File: src/rtl/uart_loader_pkg.sv
// Shared types and constants for the UART program loader.
package uart_loader_pkg;

    typedef enum logic [2:0] {
        RX_IDLE,
        RX_START,
        RX_DATA,
        RX_PARITY,
        RX_STOP
    } rx_state_e;

    localparam logic SYNC_RESET = 1'b1;
    localparam int   DATA_BITS  = 8;

endpackage

File: src/rtl/uart_rx_core.sv
// UART byte receiver: 2-flop synchroniser, start/data/stop FSM, one-cycle byte/error strobes.
// Define UART_LOADER_PARITY_EN to insert an even-parity bit between data and stop.
module uart_rx_core
    import uart_loader_pkg::*;
#(
    parameter int CLKS_PER_BIT = 347
) (
    input  logic       clock,
    input  logic       resetb,
    input  logic       i_clear,
    input  logic       i_rx_serial,
    output logic       o_byte_valid,
    output logic [7:0] o_byte_data,
    output logic       o_frame_err,
    output rx_state_e  o_state
);

    localparam int CNT_W = $clog2(CLKS_PER_BIT);
    localparam logic [CNT_W-1:0] BIT_LAST  = CNT_W'(CLKS_PER_BIT - 1);
    localparam logic [CNT_W-1:0] HALF_LAST = CNT_W'(CLKS_PER_BIT / 2 - 1);
    localparam logic [2:0]       IDX_LAST  = 3'(DATA_BITS - 1);

    logic             r_sync1;
    logic             r_sync2;
    logic             r_rx_prev;
    rx_state_e        r_state;
    logic [CNT_W-1:0] r_cnt;
    logic [2:0]       r_bit_idx;
    logic [7:0]       r_shift;
    logic             r_byte_valid;
    logic             r_frame_err;
    logic             w_rx;
    logic             w_fall;
    logic             w_par_ok;

    always_ff @(posedge clock or negedge resetb) begin
        if (!resetb) begin
            r_sync1   <= SYNC_RESET;
            r_sync2   <= SYNC_RESET;
            r_rx_prev <= SYNC_RESET;
        end else begin
            r_sync1   <= i_rx_serial;
            r_sync2   <= r_sync1;
            r_rx_prev <= r_sync2;
        end
    end

    assign w_rx   = r_sync2;
    assign w_fall = r_rx_prev & ~r_sync2;

`ifdef UART_LOADER_PARITY_EN
    logic r_par_bad;
    assign w_par_ok = ~r_par_bad;
`else
    assign w_par_ok = 1'b1;
`endif

    always_ff @(posedge clock or negedge resetb) begin
        if (!resetb) begin
            r_state      <= RX_IDLE;
            r_cnt        <= '0;
            r_bit_idx    <= '0;
            r_shift      <= '0;
            r_byte_valid <= 1'b0;
            r_frame_err  <= 1'b0;
`ifdef UART_LOADER_PARITY_EN
            r_par_bad    <= 1'b0;
`endif
        end else begin
            r_byte_valid <= 1'b0;
            r_frame_err  <= 1'b0;
            if (i_clear) begin
                r_state   <= RX_IDLE;
                r_cnt     <= '0;
                r_bit_idx <= '0;
                r_shift   <= '0;
            end else begin
                case (r_state)
                    RX_IDLE: begin
                        if (w_fall) begin
                            r_state <= RX_START;
                            r_cnt   <= '0;
                        end
                    end
                    // A start bit that is high again at mid-bit is a glitch, not an error.
                    RX_START: begin
                        if (r_cnt == HALF_LAST) begin
                            r_cnt     <= '0;
                            r_bit_idx <= '0;
                            r_state   <= w_rx ? RX_IDLE : RX_DATA;
                        end else begin
                            r_cnt <= r_cnt + CNT_W'(1);
                        end
                    end
                    RX_DATA: begin
                        if (r_cnt == BIT_LAST) begin
                            r_cnt   <= '0;
                            r_shift <= {w_rx, r_shift[7:1]};
                            if (r_bit_idx == IDX_LAST) begin
`ifdef UART_LOADER_PARITY_EN
                                r_state <= RX_PARITY;
`else
                                r_state <= RX_STOP;
`endif
                            end else begin
                                r_bit_idx <= r_bit_idx + 3'd1;
                            end
                        end else begin
                            r_cnt <= r_cnt + CNT_W'(1);
                        end
                    end
`ifdef UART_LOADER_PARITY_EN
                    RX_PARITY: begin
                        if (r_cnt == BIT_LAST) begin
                            r_cnt     <= '0;
                            r_par_bad <= (w_rx != ^r_shift);
                            r_state   <= RX_STOP;
                        end else begin
                            r_cnt <= r_cnt + CNT_W'(1);
                        end
                    end
`endif
                    // Parity failures are reported on the same strobe as framing errors.
                    RX_STOP: begin
                        if (r_cnt == BIT_LAST) begin
                            r_cnt   <= '0;
                            r_state <= RX_IDLE;
                            if (w_rx && w_par_ok) begin
                                r_byte_valid <= 1'b1;
                            end else begin
                                r_frame_err <= 1'b1;
                            end
                        end else begin
                            r_cnt <= r_cnt + CNT_W'(1);
                        end
                    end
                    default: r_state <= RX_IDLE;
                endcase
            end
        end
    end

    assign o_byte_valid = r_byte_valid;
    assign o_byte_data  = r_shift;
    assign o_frame_err  = r_frame_err;
    assign o_state      = r_state;

endmodule

File: src/rtl/uart_prog_loader.sv
// UART program loader: assembles received bytes little-endian into words and writes them to memory.
// Optional even parity on the serial line is enabled by defining UART_LOADER_PARITY_EN.
module uart_prog_loader
    import uart_loader_pkg::*;
#(
    parameter int CLKS_PER_BIT = 347,
    parameter int WORD_BYTES   = 4,
    parameter int ADDR_W       = 12,
    parameter logic [8*WORD_BYTES-1:0] END_WORD = '1
) (
    input  logic                    clock,
    input  logic                    resetb,
    input  logic                    enable,
    input  logic                    rx_serial,
    output logic                    mem_we,
    output logic [ADDR_W-1:0]       mem_addr,
    output logic [8*WORD_BYTES-1:0] mem_wdata,
    input  logic                    mem_ready,
    output logic                    busy,
    output logic                    done,
    output logic                    err,
    output logic [ADDR_W:0]         word_count
);

    localparam int W     = 8 * WORD_BYTES;
    localparam int IDX_W = (WORD_BYTES > 1) ? $clog2(WORD_BYTES) : 1;
    localparam logic [IDX_W-1:0] IDX_LAST = IDX_W'(WORD_BYTES - 1);
    localparam logic [ADDR_W:0]  CAPACITY = {1'b1, {ADDR_W{1'b0}}};

    logic              w_byte_valid;
    logic [7:0]        w_byte_data;
    logic              w_frame_err;
    rx_state_e         w_state;
    logic [W-1:0]      w_word;
    logic              w_byte_ok;
    logic              w_word_done;
    logic              w_xfer;
    logic [ADDR_W:0]   w_count_next;

    logic [IDX_W-1:0]  r_byte_idx;
    logic [W-1:0]      r_asm;
    logic              r_mem_we;
    logic [ADDR_W-1:0] r_mem_addr;
    logic [W-1:0]      r_mem_wdata;
    logic [ADDR_W:0]   r_word_count;
    logic              r_done;
    logic              r_err;

    uart_rx_core #(
        .CLKS_PER_BIT (CLKS_PER_BIT)
    ) u_rx (
        .clock        (clock),
        .resetb       (resetb),
        .i_clear      (~enable),
        .i_rx_serial  (rx_serial),
        .o_byte_valid (w_byte_valid),
        .o_byte_data  (w_byte_data),
        .o_frame_err  (w_frame_err),
        .o_state      (w_state)
    );

    always_comb begin
        w_word = r_asm;
        w_word[8*r_byte_idx +: 8] = w_byte_data;
    end

    // Write handshake: mem_we is valid, mem_ready is ready; a word moves on a cycle where both are
    // high. addr/data are held until then, and a transfer frees the buffer for a same-cycle word.
    assign w_xfer       = r_mem_we & mem_ready;
    assign w_byte_ok    = w_byte_valid & ~r_done;
    assign w_word_done  = w_byte_ok & (r_byte_idx == IDX_LAST);
    assign w_count_next = r_word_count + (ADDR_W + 1)'(w_xfer);

    always_ff @(posedge clock or negedge resetb) begin
        if (!resetb) begin
            r_byte_idx   <= '0;
            r_asm        <= '0;
            r_mem_we     <= 1'b0;
            r_mem_addr   <= '0;
            r_mem_wdata  <= '0;
            r_word_count <= '0;
            r_done       <= 1'b0;
            r_err        <= 1'b0;
        end else if (!enable) begin
            r_byte_idx   <= '0;
            r_asm        <= '0;
            r_mem_we     <= 1'b0;
            r_mem_addr   <= '0;
            r_mem_wdata  <= '0;
            r_word_count <= '0;
            r_done       <= 1'b0;
            r_err        <= 1'b0;
        end else begin
            // The address holds at the top entry once memory is full instead of wrapping.
            if (w_xfer) begin
                r_mem_we     <= 1'b0;
                r_word_count <= w_count_next;
                if (r_mem_addr != '1) begin
                    r_mem_addr <= r_mem_addr + ADDR_W'(1);
                end
            end
            if (w_byte_ok) begin
                r_asm[8*r_byte_idx +: 8] <= w_byte_data;
                r_byte_idx <= (r_byte_idx == IDX_LAST) ? '0 : r_byte_idx + IDX_W'(1);
            end
            if (w_word_done) begin
                if (w_word == END_WORD) begin
                    r_done <= 1'b1;
                end else if ((w_count_next == CAPACITY) || (r_mem_we && !w_xfer)) begin
                    r_err <= 1'b1;
                end else begin
                    r_mem_we    <= 1'b1;
                    r_mem_wdata <= w_word;
                end
            end
            if (w_frame_err && !r_done) begin
                r_err <= 1'b1;
            end
        end
    end

    assign mem_we     = r_mem_we;
    assign mem_addr   = r_mem_addr;
    assign mem_wdata  = r_mem_wdata;
    assign word_count = r_word_count;
    assign done       = r_done;
    assign err        = r_err;
    assign busy       = enable & ~r_done & ((w_state != RX_IDLE) | (r_byte_idx != '0) | r_mem_we);

endmodule

File: config.mk
export PLATFORM = sky130hd
export DESIGN_NAME = uart_prog_loader
export DESIGN_NICKNAME = d
export VERILOG_FILES = /design/src/rtl/uart_loader_pkg.sv /design/src/rtl/uart_rx_core.sv /design/src/rtl/uart_prog_loader.sv
export SDC_FILE = /design/constraint.sdc
export NUM_CORES = 1
export LEC_CHECK = 0
export CELL_PAD_IN_SITES_DETAIL_PLACEMENT = 0
export CELL_PAD_IN_SITES_GLOBAL_PLACEMENT = 1
export CORE_ASPECT_RATIO = 1.25
export CORE_MARGIN = 2
export CORE_UTILIZATION = 50
export CTS_CLUSTER_DIAMETER = 100
export DETAILED_ROUTE_END_ITERATION = 6
export DONT_BUFFER_PORTS = 1
export GPL_ROUTABILITY_DRIVEN = 0
export HOLD_SLACK_MARGIN = 0.06
export PLACE_DENSITY_LB_ADDON = 0.05
export SYNTH_ARGS = -nofsm -noshare
export SYNTH_HDL_FRONTEND = slang
export SYNTH_SLANG_ARGS = --single-unit
File: constraint.sdc
create_clock -name clock -period 3.65 [get_ports clock]
set_input_delay 1.095 -clock clock [delete_from_list [all_inputs] [get_ports clock]]
set_output_delay 1.095 -clock clock [all_outputs]
set_load 0.01 [all_outputs]
==> results.yml, run 1 <==
timing:
  period_minus_slack_ns: 3.168
  tightest_slew_ns: 0.7206
  finalSetupViolCount: 0
  fin_setup_tns_ns: 0
  hold_viol_final: 0
  post-route-period-util_pct: 86.80
  fmax_mhz: 315.6
  relSlewSlack_pct: 51.86
  worst_slack_ns: 0.4818
  finClkSkew_ns: 0.004573
  final-max-slew-violation-count: 0
  rsz0062_at_grt: "no"
setup_path:
  crit_required_ns: 4.01
  reg2reg_slack_ns: 0.52
  critPathLaunchType: "primary input"
  crit_arrival_ns: 3.52
  path_max_fanout: 32
  criticalPathCategory: "in -> reg"
  cp-end-kind: "register"
power_and_ir_drop:
  powerDensity_mw_per_mm2: 475.7
  p_total_mw: 3.327
  p_leak_nw: 3.179
  vdd_ir_drop_max_uv: 329.2
die:
  die_area_sq_mm: 0.01366
  core-area_sq_mm: 0.01255
  num_rows: 46
  die_x_um: 104.9
  die_h_um: 130.2
  start_util_pct: 50.74
  ioPinCount: 66
final_layout:
  final_cell_area_sq_mm: 0.006995
  diodes: 0
  final_util_pct: 55.75
  synthToLayoutAreaGrowth_pct: 9.886
  nNetsFinal: 628
  final_common_cell: "dfrtp_1"
  layout_common_cells: "dfrtp_1 (119), nor2_1 (73), nand2_1 (52), o221a_1 (30)"
  drive_gt1_share_pct: 11.40
  n_fill_cell: 1148
logic_synthesis:
  ys_ff_latch: 122
  yosysSeqAreaShare_pct: 48.01
  ys.flop_type: "dfrtp_1"
  synth_nets: 640
  synth_area_sq_mm: 0.006366
  ys_warn_count: 0
  synth-edff-count: 0
  synth.distinct_cells: 72
  postSynthCellCount: 622
  ys_async_sr_fraction_pct: 100.0
  avgSynthCellArea_sq_um: 10.23
hold_path:
  hp-class: "reg -> reg"
flow_run:
  drv_cap: 0
clock_network:
  h-tree-depth: 4
  ctsResizeCount: 0
  numCtsBuffers: 17
  cts-root-buf: "clkbuf_16"
  ctsHoldBuffers: 0
  postCtsSetupRepairBufs: 0
  clock-sinks: 122
  cts_tree: "done"
  worstSkewPairLatency_ns: 0.41
  clockBufferDepth: 2
  clk_pin_slew_ns: 0.05
place:
  port_buffers: 0
  hpwl_um: 9568
  place_area_sq_mm: 0.006387
  dp_slack_ns: 0.07034
global_routing:
  grt_pass1_vias: 4664
  grt_overflow: 0
  grt_max_degree: 123
  grt_pass1_wl_um: 24190
  grt_usage_pct: 22.67
  antenna_found_initial: 0
route:
  drt_first_pass_iters: 4
  met2WireLength_um: 7428
  top_layer: "met4"
  ant_nets: 0
  wire_per_inst_um: 18.34
  drt_iter0_drc: 213
  met1Wirelength_um: 6330
  drc: 0
  dr_wl_met3_um: 557
  totalWireLength_um: 14510
  vias: 4640
  viasPerCell: 5.866
status:
  run_status: "completed"
flip-flops by register name, indices dropped and copies added, names as in the netlist, 2 cells and up:
register and count:
u_rx.r_bit_idx 3, u_rx.o_byte_data 8, u_rx.r_cnt 9, mem_addr 12, r_asm 32, r_byte_idx 2
mem_wdata 32, word_count 13, u_rx.o_state 3
routing by layer:
metal | GRT usage (%) | vias to the layer above
met4 | 7.451 | 0
li1 | - | 2222
met5 | 0 | -
met1 | 28.10 | 2318
met3 | 6.444 | 19
met2 | 38.46 | 81
final timing paths:
| check | start | to | cells after the start |
|---|---|---|---|
| worst max-delay path | mem_ready | mem_wdata[4] | 11 |
| worst min-delay path | u_rx.r_sync1 | u_rx.r_sync2 | 0 |
| worst max register to register | r_byte_idx[0] | mem_wdata[4] | 10 |
| worst min register to register | u_rx.r_sync1 | u_rx.r_sync2 | 0 |
| max in group asynchronous | resetb | u_rx.r_rx_prev | 0 |
| min in group asynchronous | resetb | mem_wdata[9] | 0 |
cell type report:
| class | instances | area, sq um | area share, % |
|---|---|---|---|
| clock inverters | 7 | 112.6 | 1.610 |
| flip-flops and latches | 122 | 3057 | 43.70 |
| multi-input cells | 428 | 2905 | 41.53 |
| repair buffers | 13 | 110.1 | 1.574 |
| well taps | 168 | 210.2 | 3.005 |
| clock buffers | 25 | 495.5 | 7.083 |
| inverters | 28 | 105.1 | 1.502 |
worst max-delay path: stages:
cell and delay (ns):
nand2_1 0.05, inv_1 0.08, ha_1 0.17, ha_1 0.31, nand3_1 0.14, nor3_1 0.28
nand3_1 0.13, a2111o_2 0.53, nand4_2 0.12, buf_4 0.36, o221a_2 0.26
cell usage after synthesis, types with 3 or more instances:
cell type  number  area share [%]
o21ai_0        17             1.3
buf_2           6            0.47
ha_1           13             2.6
nor3_1          7            0.55
nand2_1        52             3.1
xor2_1         16             2.2
dfstp_2         3             1.2
mux2i_1        15             2.4
nor2b_1        13             1.3
a211oi_1       10             1.2
or3_1          10            0.98
and2b_1         6            0.71
a311oi_1       10             1.4
or2b_1          3            0.35
nand2b_1        7            0.69
a21o_1          7            0.83
inv_1          27             1.6
nand4_1        15             1.5
xnor2_1        10             1.4
buf_1           3            0.18
nor4_1          6            0.59
dfrtp_1       119              47
nor2_1         73             4.3
and4_1          5            0.69
a21oi_1        26             2.0
mux2_2          3            0.53
nand3_1        12            0.94
a32oi_1         6            0.83
buf_6           9             1.6
clkbuf_8        3            0.65
a22oi_1         3            0.35
clkbuf_1       18             1.1
o221a_1        30             5.3
a22o_1          8             1.1
and3_1          5            0.49
report_power, final:
group,switching [mW],internal [mW]
registers,0.0351,1.38
clock network,0.583,1.14
logic,0.116,0.0719
total,0.734,2.59
kinds of logic (layout without fill, tap and decap cells):
logic type	count (synthesis)	after routing	synth area share [%]
mux	18	18	2.889
flops	122	122	48.02
compound gates	135	135	16.84
simple gates	236	236	19.65
fa+ha+maj	13	13	2.555
buf+inv	72	73	6.466
xor+xnor	26	26	3.577
metrics by stage:
step	std cells	hold slack (ns)
finish	791	0.3543
global route	791	0.3481
CTS	791	0.3550
detailed placement	759	0.3475
global placement	759	0.3467
floorplan	622	0.3452
No activity file was read; power rests on OpenSTA's default activity.
==> run 2: changes to the inputs <==
SETUP_SLACK_MARGIN = 0.2   (was unset)
==> run 2 against run 1 <==
Sequential cell count is the same. Non-clock buffer count down 2. Register-to-register slack worse by 0.06 ns. Highest routed layer unchanged. Critical path depth did not move. Clock skew increased by 0.0056 ns. Largest power group unchanged. Clock power shrank 5%. Routed wire length grew 1.9%. Sequential share of layout area up 0.20 points. Sequential power is essentially flat. Largest cell class unchanged. Hold slack gained 0.0080 ns. Die area stayed put. Count of clock-buffer cells in the layout down 1.
==> results.yml, run 2 (synthesized netlist as in run 1, its figures left out) <==
status:
  run_status: "completed"
route:
  drt_iter0_drc: 281
  totalWireLength_um: 14770
  drc: 0
  drt_first_pass_iters: 4
  viasPerCell: 5.847
  vias: 4613
  wire_per_inst_um: 18.72
  ant_nets: 0
final_layout:
  final_util_pct: 55.49
  drive_gt1_share_pct: 11.76
  synthToLayoutAreaGrowth_pct: 9.375
  n_fill_cell: 1131
  nNetsFinal: 626
  diodes: 0
  multi_input_area_sq_mm: 0.002922
  final_common_cell: "dfrtp_1"
  regArea_sq_mm: 0.003057
  layout_common_cells: "dfrtp_1 (119), nor2_1 (73), nand2_1 (51), o221a_1 (30)"
  stdcell_count: 789
setup_path:
  path_max_fanout: 32
  path_cells: "inv_1 -> ha_1 -> buf_4 -> and4b_1 -> a21oi_1 -> nor4_2 -> nand4_1 -> nor4_4 -> nor2_2 -> buf_12 -> o221a_2"
  crit_arrival_ns: 3.49
  slowest_delay_ns: 0.45
  criticalPathCategory: "reg -> reg"
  worstReg2RegStart: "r_byte_idx[1]"
  critPathLaunchType: "register"
  rr_worst_depth: 11
  reg2reg_slack_ns: 0.46
  r2r-end: "mem_wdata[4]"
  cp_top_family: "simple AND/OR/NAND/NOR gates"
  cp-end-kind: "register"
  path_buf_inv: 3
  crit_required_ns: 3.95
  slowest_stage: "nor4_4"
clock_network:
  clk_pin_slew_ns: 0.05
  cts_tree: "done"
  worstSkewPairLatency_ns: 0.43
  clockBufferDepth: 2
  h-tree-depth: 4
  clock-sinks: 122
  postCtsSetupRepairBufs: 0
  cts-root-buf: "clkbuf_16"
  numCtsBuffers: 17
place:
  dp_slack_ns: 0.1680
  place_inst: 757
  port_buffers: 0
  hpwl_um: 9513
timing:
  finalSetupViolCount: 0
  final-max-slew-violation-count: 0
  worst_slack_ns: 0.4591
  hold_viol_final: 0
  relSlewSlack_pct: 48.07
  rsz0062_at_grt: "no"
  post-route-period-util_pct: 87.42
  tightest_slew_ns: 0.7773
  fmax_mhz: 313.4
  period_minus_slack_ns: 3.191
  fin_setup_tns_ns: 0
  finClkSkew_ns: 0.01016
global_routing:
  antenna_found_initial: 0
  grt_usage_pct: 22.73
  grt_overflow: 0
  grt_max_degree: 123
  grt_pass1_vias: 4531
  grt_pass1_wl_um: 24250
power_and_ir_drop:
  pwr-share-clk_pct: 50.6
  internal_power_mw: 2.501
  vdd_ir_drop_max_uv: 261.3
  powerDensity_mw_per_mm2: 465.2
  p_leak_nw: 3.147
  p_comb_share_pct: 5.7
  sw_frac_of_total_pct: 22.79
  p_seq_share_pct: 43.7
  power_switching_mw: 0.7383
hold_path:
  hold_depth: 0
  hp-class: "reg -> reg"
  hold_end: "u_rx.r_sync2"
  hold_start: "u_rx.r_sync1"
flow_run:
  drv_cap: 0
die:
  start_util_pct: 50.74
  ioPinCount: 66
  die_h_um: 130.2
  num_rows: 46
  die_x_um: 104.9
  core-area_sq_mm: 0.01255
  die_area_sq_mm: 0.01366
[run 2: repair_timing]
item                       in CTS  in global routing
hold endpoints to repair        0                  0
resized for setup               0                  1
setup endpoints to repair       0                  6
hold buffers                    0                  0
[run 2: through the flow]
stage / hold WS (ns) / power, mW / cell area (sq um)
finish: 0.3622 / 3.239 / 6963
global route: 0.3473 / 3.366 / 6963
floorplan: 0.3452 / 1.593 / 6382
detailed placement: 0.3532 / 1.625 / 6389
CTS: 0.3524 / 3.278 / 6963
global placement: 0.3486 / 1.618 / 6389
[run 2: layout make-up]
| class | instances | share of cell area [%] |
|---|---|---|
| multi-input combinational | 428 | 41.96 |
| tap | 168 | 3.019 |
| timing repair buffer | 11 | 1.366 |
| inverter | 28 | 1.509 |
| sequential | 122 | 43.90 |
| clock inverter | 8 | 1.330 |
| clock buffer | 24 | 6.918 |
[run 2: power groups by stage]
stage / Sequential (mW) / Clock [mW] / Combinational (mW)
CTS: 1.41 / 1.68 / 0.188
detailed placement: 1.44 / 0 / 0.187
global route: 1.42 / 1.74 / 0.210
floorplan: 1.41 / 0 / 0.181
global placement: 1.43 / 0 / 0.183
finish: 1.42 / 1.64 / 0.186
[run 2: worst max path at each step]
stage / startpoint / endpoint / slack [ns] / cells after the start
after CTS: r_byte_idx[0] / mem_wdata[4] / 0.33 / 10
after global placement: mem_ready / mem_wdata[1] / 0.22 / 11
after detailed placement: mem_ready / mem_wdata[4] / 0.17 / 11
after global routing: r_byte_idx[1] / mem_wdata[4] / 0.23 / 11
after floorplan: mem_ready / mem_wdata[5] / 0.20 / 12
final: r_byte_idx[1] / mem_wdata[4] / 0.46 / 11
[run 2: metal layers]
metal  GRT usage [%]  vias up  wire [um]
li1                -     2208          -
met5               0        -          0
met2           36.44       84       7307
met4           9.490        0        246
met1           29.26     2306       6594
met3           6.294       15        626
==> run 3: changes to the inputs <==
HOLD_SLACK_MARGIN = 0.02   (was 0.06)
==> results of run 3 <==
Same layout as run 2: the final DEF is identical, and so are final timing and power.
